===== config.mk =====
export PLATFORM = sky130hd
export DESIGN_NAME = axi3_rd_arbiter_flat
export DESIGN_NICKNAME = d
export VERILOG_FILES = /design/src/rtl/axi3_rd_arbiter_if.sv /design/src/rtl/axi3_rd_arbiter.sv /design/src/flat_wrapper.sv
export SDC_FILE = /design/constraint.sdc
export NUM_CORES = 1
export LEC_CHECK = 0
export ABC_CLOCK_PERIOD_IN_PS = 1800
export BUFFER_PORTS_ARGS = -buffer_cell sky130_fd_sc_hd__buf_4
export CORE_AREA = 4 4 199 201
export CTS_BUF_LIST = sky130_fd_sc_hd__clkbuf_4
export CTS_CLUSTER_DIAMETER = 150
export DETAILED_ROUTE_END_ITERATION = 8
export DIE_AREA = 0 0 203 205
export GPL_TIMING_DRIVEN = 0
export MAX_ROUTING_LAYER = met4
export PLACE_DENSITY = 0.41
export SYNTH_ARGS = -nofsm -noshare
export SYNTH_HDL_FRONTEND = slang
export SYNTH_SLANG_ARGS = --single-unit

===== constraint.sdc =====
create_clock -name ACLK -period 1.8 [get_ports ACLK]
set_input_delay 0.09 -clock ACLK [delete_from_list [all_inputs] [get_ports ACLK]]
set_output_delay 0.09 -clock ACLK [all_outputs]
set_load 0.1 [all_outputs]

===== src/rtl/axi3_rd_arbiter_if.sv =====
// axi3_if: full AXI3 channel bundle with master and slave views.
// Every attached port shares ACLK; the arbiter only uses the read channels.
interface axi3_if #(
    parameter int N_BYTES    = 4,
    parameter int ADDR_WIDTH = 12,
    parameter int ID_WIDTH   = 4
) (
    input logic ACLK
);
    logic [ID_WIDTH-1:0]    AWID;
    logic [ADDR_WIDTH-1:0]  AWADDR;
    logic [3:0]             AWLEN;
    logic [2:0]             AWSIZE;
    logic [1:0]             AWBURST;
    logic [1:0]             AWLOCK;
    logic [3:0]             AWCACHE;
    logic [2:0]             AWPROT;
    logic [3:0]             AWQOS;
    logic                   AWVALID;
    logic                   AWREADY;

    logic [ID_WIDTH-1:0]    WID;
    logic [8*N_BYTES-1:0]   WDATA;
    logic [N_BYTES-1:0]     WSTRB;
    logic                   WLAST;
    logic                   WVALID;
    logic                   WREADY;

    logic [ID_WIDTH-1:0]    BID;
    logic [1:0]             BRESP;
    logic                   BVALID;
    logic                   BREADY;

    logic [ID_WIDTH-1:0]    ARID;
    logic [ADDR_WIDTH-1:0]  ARADDR;
    logic [3:0]             ARLEN;
    logic [2:0]             ARSIZE;
    logic [1:0]             ARBURST;
    logic [1:0]             ARLOCK;
    logic [3:0]             ARCACHE;
    logic [2:0]             ARPROT;
    logic [3:0]             ARQOS;
    logic                   ARVALID;
    logic                   ARREADY;

    logic [ID_WIDTH-1:0]    RID;
    logic [8*N_BYTES-1:0]   RDATA;
    logic [1:0]             RRESP;
    logic                   RLAST;
    logic                   RVALID;
    logic                   RREADY;

    modport master (
        input  ACLK,
        output AWID, AWADDR, AWLEN, AWSIZE, AWBURST, AWLOCK, AWCACHE, AWPROT, AWQOS, AWVALID,
        input  AWREADY,
        output WID, WDATA, WSTRB, WLAST, WVALID,
        input  WREADY,
        input  BID, BRESP, BVALID,
        output BREADY,
        output ARID, ARADDR, ARLEN, ARSIZE, ARBURST, ARLOCK, ARCACHE, ARPROT, ARQOS, ARVALID,
        input  ARREADY,
        input  RID, RDATA, RRESP, RLAST, RVALID,
        output RREADY
    );

    modport slave (
        input  ACLK,
        input  AWID, AWADDR, AWLEN, AWSIZE, AWBURST, AWLOCK, AWCACHE, AWPROT, AWQOS, AWVALID,
        output AWREADY,
        input  WID, WDATA, WSTRB, WLAST, WVALID,
        output WREADY,
        output BID, BRESP, BVALID,
        input  BREADY,
        input  ARID, ARADDR, ARLEN, ARSIZE, ARBURST, ARLOCK, ARCACHE, ARPROT, ARQOS, ARVALID,
        output ARREADY,
        output RID, RDATA, RRESP, RLAST, RVALID,
        input  RREADY
    );
endinterface


===== src/rtl/axi3_rd_arbiter.sv =====
// axi3_rd_arbiter: 2:1 round-robin AXI3 read arbiter. The granted master index
// becomes the downstream ARID MSB and steers R beats back; write channels are tied off.
module axi3_rd_arbiter #(
    parameter int N_BYTES    = 4,
    parameter int ADDR_WIDTH = 12,
    parameter int ID_WIDTH   = 4,
    parameter int MAX_OUTST  = 8
) (
    input logic     ACLK,
    input logic     ARESETn,
    axi3_if.slave   s0,
    axi3_if.slave   s1,
    axi3_if.master  m
);
    // state | meaning
    // IDLE  | no AR held; grant an eligible master and capture its AR
    // ISSUE | captured AR presented downstream until m.ARREADY
    typedef enum logic {IDLE = 1'b0, ISSUE = 1'b1} state_t;

    localparam int CW = $clog2(MAX_OUTST + 1);
    localparam logic [CW-1:0] CNT_MAX = CW'(MAX_OUTST);

    state_t                 state, state_nxt;
    logic                   last_grant;
    logic [CW-1:0]          cnt0, cnt1;
    logic                   elig0, elig1, pick, take, ar_done;
    logic                   sel, r_done, inc0, inc1, dec0, dec1;

    logic [ID_WIDTH:0]      arid_q;
    logic [ADDR_WIDTH-1:0]  araddr_q;
    logic [3:0]             arlen_q;
    logic [2:0]             arsize_q;
    logic [1:0]             arburst_q;
    logic [1:0]             arlock_q;
    logic [3:0]             arcache_q;
    logic [2:0]             arprot_q;
    logic [3:0]             arqos_q;

    assign elig0   = s0.ARVALID && (cnt0 < CNT_MAX);
    assign elig1   = s1.ARVALID && (cnt1 < CNT_MAX);
    // On a tie the master that did not win last time goes first.
    assign pick    = (elig0 && elig1) ? ~last_grant : elig1;
    assign take    = ARESETn && (state == IDLE) && (elig0 || elig1);
    assign ar_done = (state == ISSUE) && m.ARREADY;

    always_ff @(posedge ACLK or negedge ARESETn) begin
        if (!ARESETn) begin
            state <= IDLE;
        end else begin
            state <= state_nxt;
        end
    end

    always_comb begin
        state_nxt = state;
        case (state)
            IDLE:    if (take) state_nxt = ISSUE;
            ISSUE:   if (m.ARREADY) state_nxt = IDLE;
            default: state_nxt = IDLE;
        endcase
    end

    always_comb begin
        s0.ARREADY = 1'b0;
        s1.ARREADY = 1'b0;
        m.ARVALID  = (state == ISSUE);
        if (take) begin
            s0.ARREADY = ~pick;
            s1.ARREADY = pick;
        end
    end

    always_ff @(posedge ACLK or negedge ARESETn) begin
        if (!ARESETn) begin
            arid_q     <= '0;
            araddr_q   <= '0;
            arlen_q    <= '0;
            arsize_q   <= '0;
            arburst_q  <= '0;
            arlock_q   <= '0;
            arcache_q  <= '0;
            arprot_q   <= '0;
            arqos_q    <= '0;
            last_grant <= 1'b1;
        end else begin
            if (take) begin
                arid_q    <= pick ? {1'b1, s1.ARID} : {1'b0, s0.ARID};
                araddr_q  <= pick ? s1.ARADDR  : s0.ARADDR;
                arlen_q   <= pick ? s1.ARLEN   : s0.ARLEN;
                arsize_q  <= pick ? s1.ARSIZE  : s0.ARSIZE;
                arburst_q <= pick ? s1.ARBURST : s0.ARBURST;
                arlock_q  <= pick ? s1.ARLOCK  : s0.ARLOCK;
                arcache_q <= pick ? s1.ARCACHE : s0.ARCACHE;
                arprot_q  <= pick ? s1.ARPROT  : s0.ARPROT;
                arqos_q   <= pick ? s1.ARQOS   : s0.ARQOS;
            end
            if (ar_done) begin
                last_grant <= arid_q[ID_WIDTH];
            end
        end
    end

    assign m.ARID    = arid_q;
    assign m.ARADDR  = araddr_q;
    assign m.ARLEN   = arlen_q;
    assign m.ARSIZE  = arsize_q;
    assign m.ARBURST = arburst_q;
    assign m.ARLOCK  = arlock_q;
    assign m.ARCACHE = arcache_q;
    assign m.ARPROT  = arprot_q;
    assign m.ARQOS   = arqos_q;

    assign sel       = m.RID[ID_WIDTH];
    assign s0.RVALID = m.RVALID && !sel;
    assign s0.RDATA  = sel ? '0 : m.RDATA;
    assign s0.RID    = sel ? '0 : m.RID[ID_WIDTH-1:0];
    assign s0.RRESP  = sel ? '0 : m.RRESP;
    assign s0.RLAST  = m.RLAST && !sel;
    assign s1.RVALID = m.RVALID && sel;
    assign s1.RDATA  = sel ? m.RDATA : '0;
    assign s1.RID    = sel ? m.RID[ID_WIDTH-1:0] : '0;
    assign s1.RRESP  = sel ? m.RRESP : '0;
    assign s1.RLAST  = m.RLAST && sel;
    assign m.RREADY  = sel ? s1.RREADY : s0.RREADY;

    assign r_done = m.RVALID && m.RREADY && m.RLAST;
    assign inc0   = ar_done && !arid_q[ID_WIDTH];
    assign inc1   = ar_done && arid_q[ID_WIDTH];
    assign dec0   = r_done && !sel;
    assign dec1   = r_done && sel;

    // A burst issued and another retired in the same cycle cancel out; never wrap below 0.
    always_ff @(posedge ACLK or negedge ARESETn) begin
        if (!ARESETn) begin
            cnt0 <= '0;
            cnt1 <= '0;
        end else begin
            if (inc0 && !dec0) begin
                cnt0 <= cnt0 + CW'(1);
            end else if (dec0 && !inc0 && cnt0 != '0) begin
                cnt0 <= cnt0 - CW'(1);
            end
            if (inc1 && !dec1) begin
                cnt1 <= cnt1 + CW'(1);
            end else if (dec1 && !inc1 && cnt1 != '0) begin
                cnt1 <= cnt1 - CW'(1);
            end
        end
    end

    assign s0.AWREADY = 1'b0;
    assign s0.WREADY  = 1'b0;
    assign s0.BVALID  = 1'b0;
    assign s0.BID     = '0;
    assign s0.BRESP   = '0;
    assign s1.AWREADY = 1'b0;
    assign s1.WREADY  = 1'b0;
    assign s1.BVALID  = 1'b0;
    assign s1.BID     = '0;
    assign s1.BRESP   = '0;

    assign m.AWID    = '0;
    assign m.AWADDR  = '0;
    assign m.AWLEN   = '0;
    assign m.AWSIZE  = '0;
    assign m.AWBURST = '0;
    assign m.AWLOCK  = '0;
    assign m.AWCACHE = '0;
    assign m.AWPROT  = '0;
    assign m.AWQOS   = '0;
    assign m.AWVALID = 1'b0;
    assign m.WID     = '0;
    assign m.WDATA   = '0;
    assign m.WSTRB   = '0;
    assign m.WLAST   = 1'b0;
    assign m.WVALID  = 1'b0;
    assign m.BREADY  = 1'b0;

    logic unused_wr;
    assign unused_wr = ^{s0.AWID, s0.AWADDR, s0.AWLEN, s0.AWSIZE, s0.AWBURST, s0.AWLOCK,
                         s0.AWCACHE, s0.AWPROT, s0.AWQOS, s0.AWVALID, s0.WID, s0.WDATA,
                         s0.WSTRB, s0.WLAST, s0.WVALID, s0.BREADY,
                         s1.AWID, s1.AWADDR, s1.AWLEN, s1.AWSIZE, s1.AWBURST, s1.AWLOCK,
                         s1.AWCACHE, s1.AWPROT, s1.AWQOS, s1.AWVALID, s1.WID, s1.WDATA,
                         s1.WSTRB, s1.WLAST, s1.WVALID, s1.BREADY,
                         m.AWREADY, m.WREADY, m.BID, m.BRESP, m.BVALID,
                         s0.ACLK, s1.ACLK, m.ACLK};

`ifndef SYNTHESIS
    ar_stable: assert property (@(posedge ACLK) disable iff (!ARESETn)
        (m.ARVALID && !m.ARREADY) |=> $stable({m.ARID, m.ARADDR, m.ARLEN, m.ARSIZE, m.ARBURST,
                                               m.ARLOCK, m.ARCACHE, m.ARPROT, m.ARQOS}));
    ar_ready_excl: assert property (@(posedge ACLK) disable iff (!ARESETn)
        !(s0.ARREADY && s1.ARREADY));
    rd_underflow: assert property (@(posedge ACLK) disable iff (!ARESETn)
        !((dec0 && !inc0 && cnt0 == '0) || (dec1 && !inc1 && cnt1 == '0)));
`endif
endmodule


===== src/flat_wrapper.sv =====
// flat-port wrapper written by rule: the top's interface ports become plain ports
module axi3_rd_arbiter_flat 
#(
    parameter int N_BYTES    = 4,
    parameter int ADDR_WIDTH = 12,
    parameter int ID_WIDTH   = 4,
    parameter int MAX_OUTST  = 8
)
  (ACLK, ARESETn, s0_AWID, s0_AWADDR, s0_AWLEN, s0_AWSIZE, s0_AWBURST, s0_AWLOCK, s0_AWCACHE, s0_AWPROT, s0_AWQOS, s0_AWVALID, s0_AWREADY, s0_WID, s0_WDATA, s0_WSTRB, s0_WLAST, s0_WVALID, s0_WREADY, s0_BID, s0_BRESP, s0_BVALID, s0_BREADY, s0_ARID, s0_ARADDR, s0_ARLEN, s0_ARSIZE, s0_ARBURST, s0_ARLOCK, s0_ARCACHE, s0_ARPROT, s0_ARQOS, s0_ARVALID, s0_ARREADY, s0_RID, s0_RDATA, s0_RRESP, s0_RLAST, s0_RVALID, s0_RREADY, s1_AWID, s1_AWADDR, s1_AWLEN, s1_AWSIZE, s1_AWBURST, s1_AWLOCK, s1_AWCACHE, s1_AWPROT, s1_AWQOS, s1_AWVALID, s1_AWREADY, s1_WID, s1_WDATA, s1_WSTRB, s1_WLAST, s1_WVALID, s1_WREADY, s1_BID, s1_BRESP, s1_BVALID, s1_BREADY, s1_ARID, s1_ARADDR, s1_ARLEN, s1_ARSIZE, s1_ARBURST, s1_ARLOCK, s1_ARCACHE, s1_ARPROT, s1_ARQOS, s1_ARVALID, s1_ARREADY, s1_RID, s1_RDATA, s1_RRESP, s1_RLAST, s1_RVALID, s1_RREADY, m_AWID, m_AWADDR, m_AWLEN, m_AWSIZE, m_AWBURST, m_AWLOCK, m_AWCACHE, m_AWPROT, m_AWQOS, m_AWVALID, m_AWREADY, m_WID, m_WDATA, m_WSTRB, m_WLAST, m_WVALID, m_WREADY, m_BID, m_BRESP, m_BVALID, m_BREADY, m_ARID, m_ARADDR, m_ARLEN, m_ARSIZE, m_ARBURST, m_ARLOCK, m_ARCACHE, m_ARPROT, m_ARQOS, m_ARVALID, m_ARREADY, m_RID, m_RDATA, m_RRESP, m_RLAST, m_RVALID, m_RREADY);
  axi3_if #(.N_BYTES(N_BYTES), .ADDR_WIDTH(ADDR_WIDTH), .ID_WIDTH(ID_WIDTH)) s0_i (.ACLK(ACLK));
  axi3_if #(.N_BYTES(N_BYTES), .ADDR_WIDTH(ADDR_WIDTH), .ID_WIDTH(ID_WIDTH)) s1_i (.ACLK(ACLK));
  axi3_if #(.N_BYTES(N_BYTES), .ADDR_WIDTH(ADDR_WIDTH), .ID_WIDTH(ID_WIDTH)) m_i (.ACLK(ACLK));
  input logic ACLK;
  input logic ARESETn;
  input wire logic [$bits(s0_i.AWID)-1:0] s0_AWID;
  input wire logic [$bits(s0_i.AWADDR)-1:0] s0_AWADDR;
  input wire logic [$bits(s0_i.AWLEN)-1:0] s0_AWLEN;
  input wire logic [$bits(s0_i.AWSIZE)-1:0] s0_AWSIZE;
  input wire logic [$bits(s0_i.AWBURST)-1:0] s0_AWBURST;
  input wire logic [$bits(s0_i.AWLOCK)-1:0] s0_AWLOCK;
  input wire logic [$bits(s0_i.AWCACHE)-1:0] s0_AWCACHE;
  input wire logic [$bits(s0_i.AWPROT)-1:0] s0_AWPROT;
  input wire logic [$bits(s0_i.AWQOS)-1:0] s0_AWQOS;
  input wire logic [$bits(s0_i.AWVALID)-1:0] s0_AWVALID;
  output wire logic [$bits(s0_i.AWREADY)-1:0] s0_AWREADY;
  input wire logic [$bits(s0_i.WID)-1:0] s0_WID;
  input wire logic [$bits(s0_i.WDATA)-1:0] s0_WDATA;
  input wire logic [$bits(s0_i.WSTRB)-1:0] s0_WSTRB;
  input wire logic [$bits(s0_i.WLAST)-1:0] s0_WLAST;
  input wire logic [$bits(s0_i.WVALID)-1:0] s0_WVALID;
  output wire logic [$bits(s0_i.WREADY)-1:0] s0_WREADY;
  output wire logic [$bits(s0_i.BID)-1:0] s0_BID;
  output wire logic [$bits(s0_i.BRESP)-1:0] s0_BRESP;
  output wire logic [$bits(s0_i.BVALID)-1:0] s0_BVALID;
  input wire logic [$bits(s0_i.BREADY)-1:0] s0_BREADY;
  input wire logic [$bits(s0_i.ARID)-1:0] s0_ARID;
  input wire logic [$bits(s0_i.ARADDR)-1:0] s0_ARADDR;
  input wire logic [$bits(s0_i.ARLEN)-1:0] s0_ARLEN;
  input wire logic [$bits(s0_i.ARSIZE)-1:0] s0_ARSIZE;
  input wire logic [$bits(s0_i.ARBURST)-1:0] s0_ARBURST;
  input wire logic [$bits(s0_i.ARLOCK)-1:0] s0_ARLOCK;
  input wire logic [$bits(s0_i.ARCACHE)-1:0] s0_ARCACHE;
  input wire logic [$bits(s0_i.ARPROT)-1:0] s0_ARPROT;
  input wire logic [$bits(s0_i.ARQOS)-1:0] s0_ARQOS;
  input wire logic [$bits(s0_i.ARVALID)-1:0] s0_ARVALID;
  output wire logic [$bits(s0_i.ARREADY)-1:0] s0_ARREADY;
  output wire logic [$bits(s0_i.RID)-1:0] s0_RID;
  output wire logic [$bits(s0_i.RDATA)-1:0] s0_RDATA;
  output wire logic [$bits(s0_i.RRESP)-1:0] s0_RRESP;
  output wire logic [$bits(s0_i.RLAST)-1:0] s0_RLAST;
  output wire logic [$bits(s0_i.RVALID)-1:0] s0_RVALID;
  input wire logic [$bits(s0_i.RREADY)-1:0] s0_RREADY;
  input wire logic [$bits(s1_i.AWID)-1:0] s1_AWID;
  input wire logic [$bits(s1_i.AWADDR)-1:0] s1_AWADDR;
  input wire logic [$bits(s1_i.AWLEN)-1:0] s1_AWLEN;
  input wire logic [$bits(s1_i.AWSIZE)-1:0] s1_AWSIZE;
  input wire logic [$bits(s1_i.AWBURST)-1:0] s1_AWBURST;
  input wire logic [$bits(s1_i.AWLOCK)-1:0] s1_AWLOCK;
  input wire logic [$bits(s1_i.AWCACHE)-1:0] s1_AWCACHE;
  input wire logic [$bits(s1_i.AWPROT)-1:0] s1_AWPROT;
  input wire logic [$bits(s1_i.AWQOS)-1:0] s1_AWQOS;
  input wire logic [$bits(s1_i.AWVALID)-1:0] s1_AWVALID;
  output wire logic [$bits(s1_i.AWREADY)-1:0] s1_AWREADY;
  input wire logic [$bits(s1_i.WID)-1:0] s1_WID;
  input wire logic [$bits(s1_i.WDATA)-1:0] s1_WDATA;
  input wire logic [$bits(s1_i.WSTRB)-1:0] s1_WSTRB;
  input wire logic [$bits(s1_i.WLAST)-1:0] s1_WLAST;
  input wire logic [$bits(s1_i.WVALID)-1:0] s1_WVALID;
  output wire logic [$bits(s1_i.WREADY)-1:0] s1_WREADY;
  output wire logic [$bits(s1_i.BID)-1:0] s1_BID;
  output wire logic [$bits(s1_i.BRESP)-1:0] s1_BRESP;
  output wire logic [$bits(s1_i.BVALID)-1:0] s1_BVALID;
  input wire logic [$bits(s1_i.BREADY)-1:0] s1_BREADY;
  input wire logic [$bits(s1_i.ARID)-1:0] s1_ARID;
  input wire logic [$bits(s1_i.ARADDR)-1:0] s1_ARADDR;
  input wire logic [$bits(s1_i.ARLEN)-1:0] s1_ARLEN;
  input wire logic [$bits(s1_i.ARSIZE)-1:0] s1_ARSIZE;
  input wire logic [$bits(s1_i.ARBURST)-1:0] s1_ARBURST;
  input wire logic [$bits(s1_i.ARLOCK)-1:0] s1_ARLOCK;
  input wire logic [$bits(s1_i.ARCACHE)-1:0] s1_ARCACHE;
  input wire logic [$bits(s1_i.ARPROT)-1:0] s1_ARPROT;
  input wire logic [$bits(s1_i.ARQOS)-1:0] s1_ARQOS;
  input wire logic [$bits(s1_i.ARVALID)-1:0] s1_ARVALID;
  output wire logic [$bits(s1_i.ARREADY)-1:0] s1_ARREADY;
  output wire logic [$bits(s1_i.RID)-1:0] s1_RID;
  output wire logic [$bits(s1_i.RDATA)-1:0] s1_RDATA;
  output wire logic [$bits(s1_i.RRESP)-1:0] s1_RRESP;
  output wire logic [$bits(s1_i.RLAST)-1:0] s1_RLAST;
  output wire logic [$bits(s1_i.RVALID)-1:0] s1_RVALID;
  input wire logic [$bits(s1_i.RREADY)-1:0] s1_RREADY;
  output wire logic [$bits(m_i.AWID)-1:0] m_AWID;
  output wire logic [$bits(m_i.AWADDR)-1:0] m_AWADDR;
  output wire logic [$bits(m_i.AWLEN)-1:0] m_AWLEN;
  output wire logic [$bits(m_i.AWSIZE)-1:0] m_AWSIZE;
  output wire logic [$bits(m_i.AWBURST)-1:0] m_AWBURST;
  output wire logic [$bits(m_i.AWLOCK)-1:0] m_AWLOCK;
  output wire logic [$bits(m_i.AWCACHE)-1:0] m_AWCACHE;
  output wire logic [$bits(m_i.AWPROT)-1:0] m_AWPROT;
  output wire logic [$bits(m_i.AWQOS)-1:0] m_AWQOS;
  output wire logic [$bits(m_i.AWVALID)-1:0] m_AWVALID;
  input wire logic [$bits(m_i.AWREADY)-1:0] m_AWREADY;
  output wire logic [$bits(m_i.WID)-1:0] m_WID;
  output wire logic [$bits(m_i.WDATA)-1:0] m_WDATA;
  output wire logic [$bits(m_i.WSTRB)-1:0] m_WSTRB;
  output wire logic [$bits(m_i.WLAST)-1:0] m_WLAST;
  output wire logic [$bits(m_i.WVALID)-1:0] m_WVALID;
  input wire logic [$bits(m_i.WREADY)-1:0] m_WREADY;
  input wire logic [$bits(m_i.BID)-1:0] m_BID;
  input wire logic [$bits(m_i.BRESP)-1:0] m_BRESP;
  input wire logic [$bits(m_i.BVALID)-1:0] m_BVALID;
  output wire logic [$bits(m_i.BREADY)-1:0] m_BREADY;
  output wire logic [$bits(m_i.ARID)-1:0] m_ARID;
  output wire logic [$bits(m_i.ARADDR)-1:0] m_ARADDR;
  output wire logic [$bits(m_i.ARLEN)-1:0] m_ARLEN;
  output wire logic [$bits(m_i.ARSIZE)-1:0] m_ARSIZE;
  output wire logic [$bits(m_i.ARBURST)-1:0] m_ARBURST;
  output wire logic [$bits(m_i.ARLOCK)-1:0] m_ARLOCK;
  output wire logic [$bits(m_i.ARCACHE)-1:0] m_ARCACHE;
  output wire logic [$bits(m_i.ARPROT)-1:0] m_ARPROT;
  output wire logic [$bits(m_i.ARQOS)-1:0] m_ARQOS;
  output wire logic [$bits(m_i.ARVALID)-1:0] m_ARVALID;
  input wire logic [$bits(m_i.ARREADY)-1:0] m_ARREADY;
  input wire logic [$bits(m_i.RID)-1:0] m_RID;
  input wire logic [$bits(m_i.RDATA)-1:0] m_RDATA;
  input wire logic [$bits(m_i.RRESP)-1:0] m_RRESP;
  input wire logic [$bits(m_i.RLAST)-1:0] m_RLAST;
  input wire logic [$bits(m_i.RVALID)-1:0] m_RVALID;
  output wire logic [$bits(m_i.RREADY)-1:0] m_RREADY;
  assign s0_i.AWID = s0_AWID;
  assign s0_i.AWADDR = s0_AWADDR;
  assign s0_i.AWLEN = s0_AWLEN;
  assign s0_i.AWSIZE = s0_AWSIZE;
  assign s0_i.AWBURST = s0_AWBURST;
  assign s0_i.AWLOCK = s0_AWLOCK;
  assign s0_i.AWCACHE = s0_AWCACHE;
  assign s0_i.AWPROT = s0_AWPROT;
  assign s0_i.AWQOS = s0_AWQOS;
  assign s0_i.AWVALID = s0_AWVALID;
  assign s0_AWREADY = s0_i.AWREADY;
  assign s0_i.WID = s0_WID;
  assign s0_i.WDATA = s0_WDATA;
  assign s0_i.WSTRB = s0_WSTRB;
  assign s0_i.WLAST = s0_WLAST;
  assign s0_i.WVALID = s0_WVALID;
  assign s0_WREADY = s0_i.WREADY;
  assign s0_BID = s0_i.BID;
  assign s0_BRESP = s0_i.BRESP;
  assign s0_BVALID = s0_i.BVALID;
  assign s0_i.BREADY = s0_BREADY;
  assign s0_i.ARID = s0_ARID;
  assign s0_i.ARADDR = s0_ARADDR;
  assign s0_i.ARLEN = s0_ARLEN;
  assign s0_i.ARSIZE = s0_ARSIZE;
  assign s0_i.ARBURST = s0_ARBURST;
  assign s0_i.ARLOCK = s0_ARLOCK;
  assign s0_i.ARCACHE = s0_ARCACHE;
  assign s0_i.ARPROT = s0_ARPROT;
  assign s0_i.ARQOS = s0_ARQOS;
  assign s0_i.ARVALID = s0_ARVALID;
  assign s0_ARREADY = s0_i.ARREADY;
  assign s0_RID = s0_i.RID;
  assign s0_RDATA = s0_i.RDATA;
  assign s0_RRESP = s0_i.RRESP;
  assign s0_RLAST = s0_i.RLAST;
  assign s0_RVALID = s0_i.RVALID;
  assign s0_i.RREADY = s0_RREADY;
  assign s1_i.AWID = s1_AWID;
  assign s1_i.AWADDR = s1_AWADDR;
  assign s1_i.AWLEN = s1_AWLEN;
  assign s1_i.AWSIZE = s1_AWSIZE;
  assign s1_i.AWBURST = s1_AWBURST;
  assign s1_i.AWLOCK = s1_AWLOCK;
  assign s1_i.AWCACHE = s1_AWCACHE;
  assign s1_i.AWPROT = s1_AWPROT;
  assign s1_i.AWQOS = s1_AWQOS;
  assign s1_i.AWVALID = s1_AWVALID;
  assign s1_AWREADY = s1_i.AWREADY;
  assign s1_i.WID = s1_WID;
  assign s1_i.WDATA = s1_WDATA;
  assign s1_i.WSTRB = s1_WSTRB;
  assign s1_i.WLAST = s1_WLAST;
  assign s1_i.WVALID = s1_WVALID;
  assign s1_WREADY = s1_i.WREADY;
  assign s1_BID = s1_i.BID;
  assign s1_BRESP = s1_i.BRESP;
  assign s1_BVALID = s1_i.BVALID;
  assign s1_i.BREADY = s1_BREADY;
  assign s1_i.ARID = s1_ARID;
  assign s1_i.ARADDR = s1_ARADDR;
  assign s1_i.ARLEN = s1_ARLEN;
  assign s1_i.ARSIZE = s1_ARSIZE;
  assign s1_i.ARBURST = s1_ARBURST;
  assign s1_i.ARLOCK = s1_ARLOCK;
  assign s1_i.ARCACHE = s1_ARCACHE;
  assign s1_i.ARPROT = s1_ARPROT;
  assign s1_i.ARQOS = s1_ARQOS;
  assign s1_i.ARVALID = s1_ARVALID;
  assign s1_ARREADY = s1_i.ARREADY;
  assign s1_RID = s1_i.RID;
  assign s1_RDATA = s1_i.RDATA;
  assign s1_RRESP = s1_i.RRESP;
  assign s1_RLAST = s1_i.RLAST;
  assign s1_RVALID = s1_i.RVALID;
  assign s1_i.RREADY = s1_RREADY;
  assign m_AWID = m_i.AWID;
  assign m_AWADDR = m_i.AWADDR;
  assign m_AWLEN = m_i.AWLEN;
  assign m_AWSIZE = m_i.AWSIZE;
  assign m_AWBURST = m_i.AWBURST;
  assign m_AWLOCK = m_i.AWLOCK;
  assign m_AWCACHE = m_i.AWCACHE;
  assign m_AWPROT = m_i.AWPROT;
  assign m_AWQOS = m_i.AWQOS;
  assign m_AWVALID = m_i.AWVALID;
  assign m_i.AWREADY = m_AWREADY;
  assign m_WID = m_i.WID;
  assign m_WDATA = m_i.WDATA;
  assign m_WSTRB = m_i.WSTRB;
  assign m_WLAST = m_i.WLAST;
  assign m_WVALID = m_i.WVALID;
  assign m_i.WREADY = m_WREADY;
  assign m_i.BID = m_BID;
  assign m_i.BRESP = m_BRESP;
  assign m_i.BVALID = m_BVALID;
  assign m_BREADY = m_i.BREADY;
  assign m_ARID = m_i.ARID;
  assign m_ARADDR = m_i.ARADDR;
  assign m_ARLEN = m_i.ARLEN;
  assign m_ARSIZE = m_i.ARSIZE;
  assign m_ARBURST = m_i.ARBURST;
  assign m_ARLOCK = m_i.ARLOCK;
  assign m_ARCACHE = m_i.ARCACHE;
  assign m_ARPROT = m_i.ARPROT;
  assign m_ARQOS = m_i.ARQOS;
  assign m_ARVALID = m_i.ARVALID;
  assign m_i.ARREADY = m_ARREADY;
  assign m_i.RID = m_RID;
  assign m_i.RDATA = m_RDATA;
  assign m_i.RRESP = m_RRESP;
  assign m_i.RLAST = m_RLAST;
  assign m_i.RVALID = m_RVALID;
  assign m_RREADY = m_i.RREADY;
  axi3_rd_arbiter #(.N_BYTES(N_BYTES), .ADDR_WIDTH(ADDR_WIDTH), .ID_WIDTH(ID_WIDTH), .MAX_OUTST(MAX_OUTST)) u_core (.ACLK(ACLK), .ARESETn(ARESETn), .s0(s0_i), .s1(s1_i), .m(m_i));
endmodule

==> impl_metrics.yaml <==
timing:
  slew_headroom_pct: 50.80
  max_clock_freq_ghz: 0.5744
  hold_viol: 48
  timing.final.crit_share_pct: 96.73
  fin_tns_setup_ps: 0
  hold_slack_ps: -313.2
  final-setup-viol-count: 0
  tightest_slew_ps: 737.9
  rsz0062_at_grt: "true"
  fin_skew_ps: 32.97
  period_minus_slack_ps: 1741
  drv_slew: 0
global_route:
  grt_max_degree: 51
  grt_pass1_vias: 3808
  antenna_found_initial: 3
  grt_use_total_pct: 6.893
  grt_overflow: 0
  grt_pass1_wl_um: 21290
cts:
  cts-htree-levels: 2
  clockBufferDepth: 2
  path_clk_slew_ps: 200
  cts_tree: "done"
  cts_root_buf: "clkbuf_4"
  cts_buffers: 5
  clkLatencyLatePin_ps: 420
  clkSinkCount: 49
  holdBufCountCts: 77
synth:
  yosys_warnings: 0
  synthesis.area_sq_um: 3691
  ys_types: 23
  synth-xor-area-share_pct: 1.424
  synth_seq_cells: 49
  synth_top_family_by_area: "buffers and inverters"
  synthCells: 436
  synth_mux_area_share_pct: 0.9153
  synth_fa_ha_area_share_pct: 0.6780
  synth-simple-area-share_pct: 13.97
  synth_compound_area_share_pct: 8.610
  ys_seq_area_share_pct: 33.25
  syn_area_per_cell_sq_um: 8.466
layout:
  fin_cells: 1348
  area_growth_pct: 91.76
  fin_nets: 1131
  mostFrequentLayoutCells: "buf_4 (360), conb_1 (142), nand2_1 (80), dlygate4sd3_1 (77), dfrtp_1 (47)"
  layout-drive-gt1-share_pct: 48.32
  layout_commonest_cell: "buf_4"
worst_setup_path:
  crit_required_ps: 1710
  reg2reg_from: "u_core.last_grant"
  slowest_delay_ps: 420
  crit_fanout: 4
  crit_arrival_ps: 1650
  critPathLaunchType: "flop"
  crit_slowest_cell: "dfrtp_1"
  worstPathCellList: "nor2b_2 > o211a_1 > buf_6 > buf_8 > and2_4 > buf_12"
  end_kind: "primary output"
  crit_start: "u_core.cnt1[3]"
  path_class: "flop to primary output"
floorplan:
  dieArea_sq_um: 41620
  die_h_um: 205
  initial_utilization_pct: 9.823
  io_pins: 518
  core_sq_um: 37580
  num_rows: 71
  dieWidth_um: 203
route:
  antenna_left: 0
  drc_errors: 0
  avgRoutedWirePerCell_um: 11.10
  drt-initial-drc-count: 80
  wirelength_um: 14960
  dr.pass1.iters: 5
  avgViaCountPerCell: 2.720
  num_vias: 3667
outcome:
  status: "complete, but fails checks"
  violations: "negative hold slack"
pwr:
  comb_power_share_pct: 75.4
  pwr-share-seq_pct: 18.6
  powerDensity_nw_per_um2: 1481
  p_int_uw: 3634
  swShare_pct: 65.33
  clkPwrFrac_pct: 6.0
  power.switching_uw: 6850
  vdd_drop_max_v: 0.0004485
  leakagePower_uw: 0.003683
placed_design:
  dp.cells: 1248
  detailed_place_hpwl_um: 11690
  io_buffers: 160
  routabilityCongestion: 0.7000
worst_hold_path:
  hold_path_class: "primary input to asynchronous set/reset pin"
flow_run:
  max_cap_violations: 0
## Yosys cell counts, drive strengths merged
cell type	n	area share (%)
xor2	2	0.47
nand2	81	8.2
a31oi	38	8.1
nand3b	1	0.20
ha	2	0.68
mux2	3	0.92
nand3	2	0.27
buf	201	41
nand4	2	0.34
conb	1	0.10
and2	3	0.51
xnor2	4	0.95
nor2b	2	0.34
dfrtp	48	33
o21bai	1	0.20
o211a	1	0.27
nor2	40	4.1
dfstp	1	0.71
inv	1	0.10
clkbuf	2	0.20
## layer usage
layer	share of wire, %	vias up	track usage (%)
li1	-	1861	-
met5	0	-	-
met2	51	211	11.87
met1	41	1589	8.222
met3	7.8	6	1.694
met4	0.45	0	1.455
## power by group through the flow
stage / logic [uW] / clock network (uW) / registers [uW]
3_5_place_dp: 7650 / 0 / 2000
3_3_place_gp: 7640 / 0 / 1980
6_report: 7910 / 631 / 1950
5_1_grt: 8280 / 733 / 2030
4_1_cts: 7990 / 718 / 1960
2_1_floorplan: 3380 / 0 / 4730
## kinds of logic (layout without fill, tap and decap cells)
logic type,count (synthesis),count (layout)
buffers and inverters,204,461
AND/OR/NAND/NOR,131,131
flip-flops,49,49
AO/OA/AOI/OAI,40,40
XOR/XNOR,6,6
multiplexers,3,3
adder cells (fa/ha/maj),2,2
other,1,145
## stage by stage
step | power [uW] | setup slack (ps) | util, % | area, sq um
after CTS | 10660 | -11.17 | 18.75 | 7047
final | 10480 | 58.92 | 18.84 | 7078
after floorplan | 8108 | 56.74 | - | 4224
after global routing | 11040 | -52.37 | 18.84 | 7078
after detailed placement | 9648 | -318.3 | 16.14 | 6065
after global placement | 9627 | -327.5 | 16.14 | 6065
## critical path: cells and delay by family, from the launching register on
family / cells / cell delay (ps)
AOI/OAI and AO/OA: 1 / 180
buffers and inverters: 3 / 380
DFF: 1 / 420
and+or+nand+nor: 2 / 280
## registers in the layout, indices dropped and copies added, names as in the netlist
signal,cells
u_core.arid_q,5
u_core.cnt0,4
u_core.cnt1,4
u_core.last_grant,1
u_core.m.ARADDR,12
u_core.m.ARBURST,2
u_core.m.ARCACHE,4
u_core.m.ARLEN,4
u_core.m.ARLOCK,2
u_core.m.ARPROT,3
u_core.m.ARQOS,4
u_core.m.ARSIZE,3
u_core.m.ARVALID,1
## final timing paths
| kind | slack [ps] | to | depth (start not counted) |
|---|---|---|---|
| min in group ACLK | 350 | u_core.m.ARQOS[0] | 6 |
| max reg2reg | 140 | u_core.arid_q[4] | 6 |
| min reg2reg | 490 | u_core.cnt1[2] | 1 |
| max | 60 | s0_ARREADY | 6 |
| min | -310 | u_core.arid_q[3] | 1 |
| max in group asynchronous | 1590 | u_core.cnt0[1] | 1 |
## layout make-up
cell class / count / area [sq um]
Clock inverter: 2 / 13.76
Buffer: 200 / 1540
Inverter: 1 / 3.754
Timing Repair Buffer: 252 / 2110
Clock buffer: 6 / 45.04
Fill cell: 4261 / 30500
Multi-Input combinational cell: 324 / 1490
Sequential cell: 49 / 1229
Tap cell: 511 / 639.4
Antenna cell: 3 / 7.507
## repair_timing
item / CTS / global route
endpoints found under the hold margin: 89 / 48
cloned: 0 / 0
pin swaps: 3 / 1
setup buffers: 12 / 3
gates resized for setup: 21 / 4
setup endpoints to repair: 2 / 16
(Power assumes the default switching activity.)
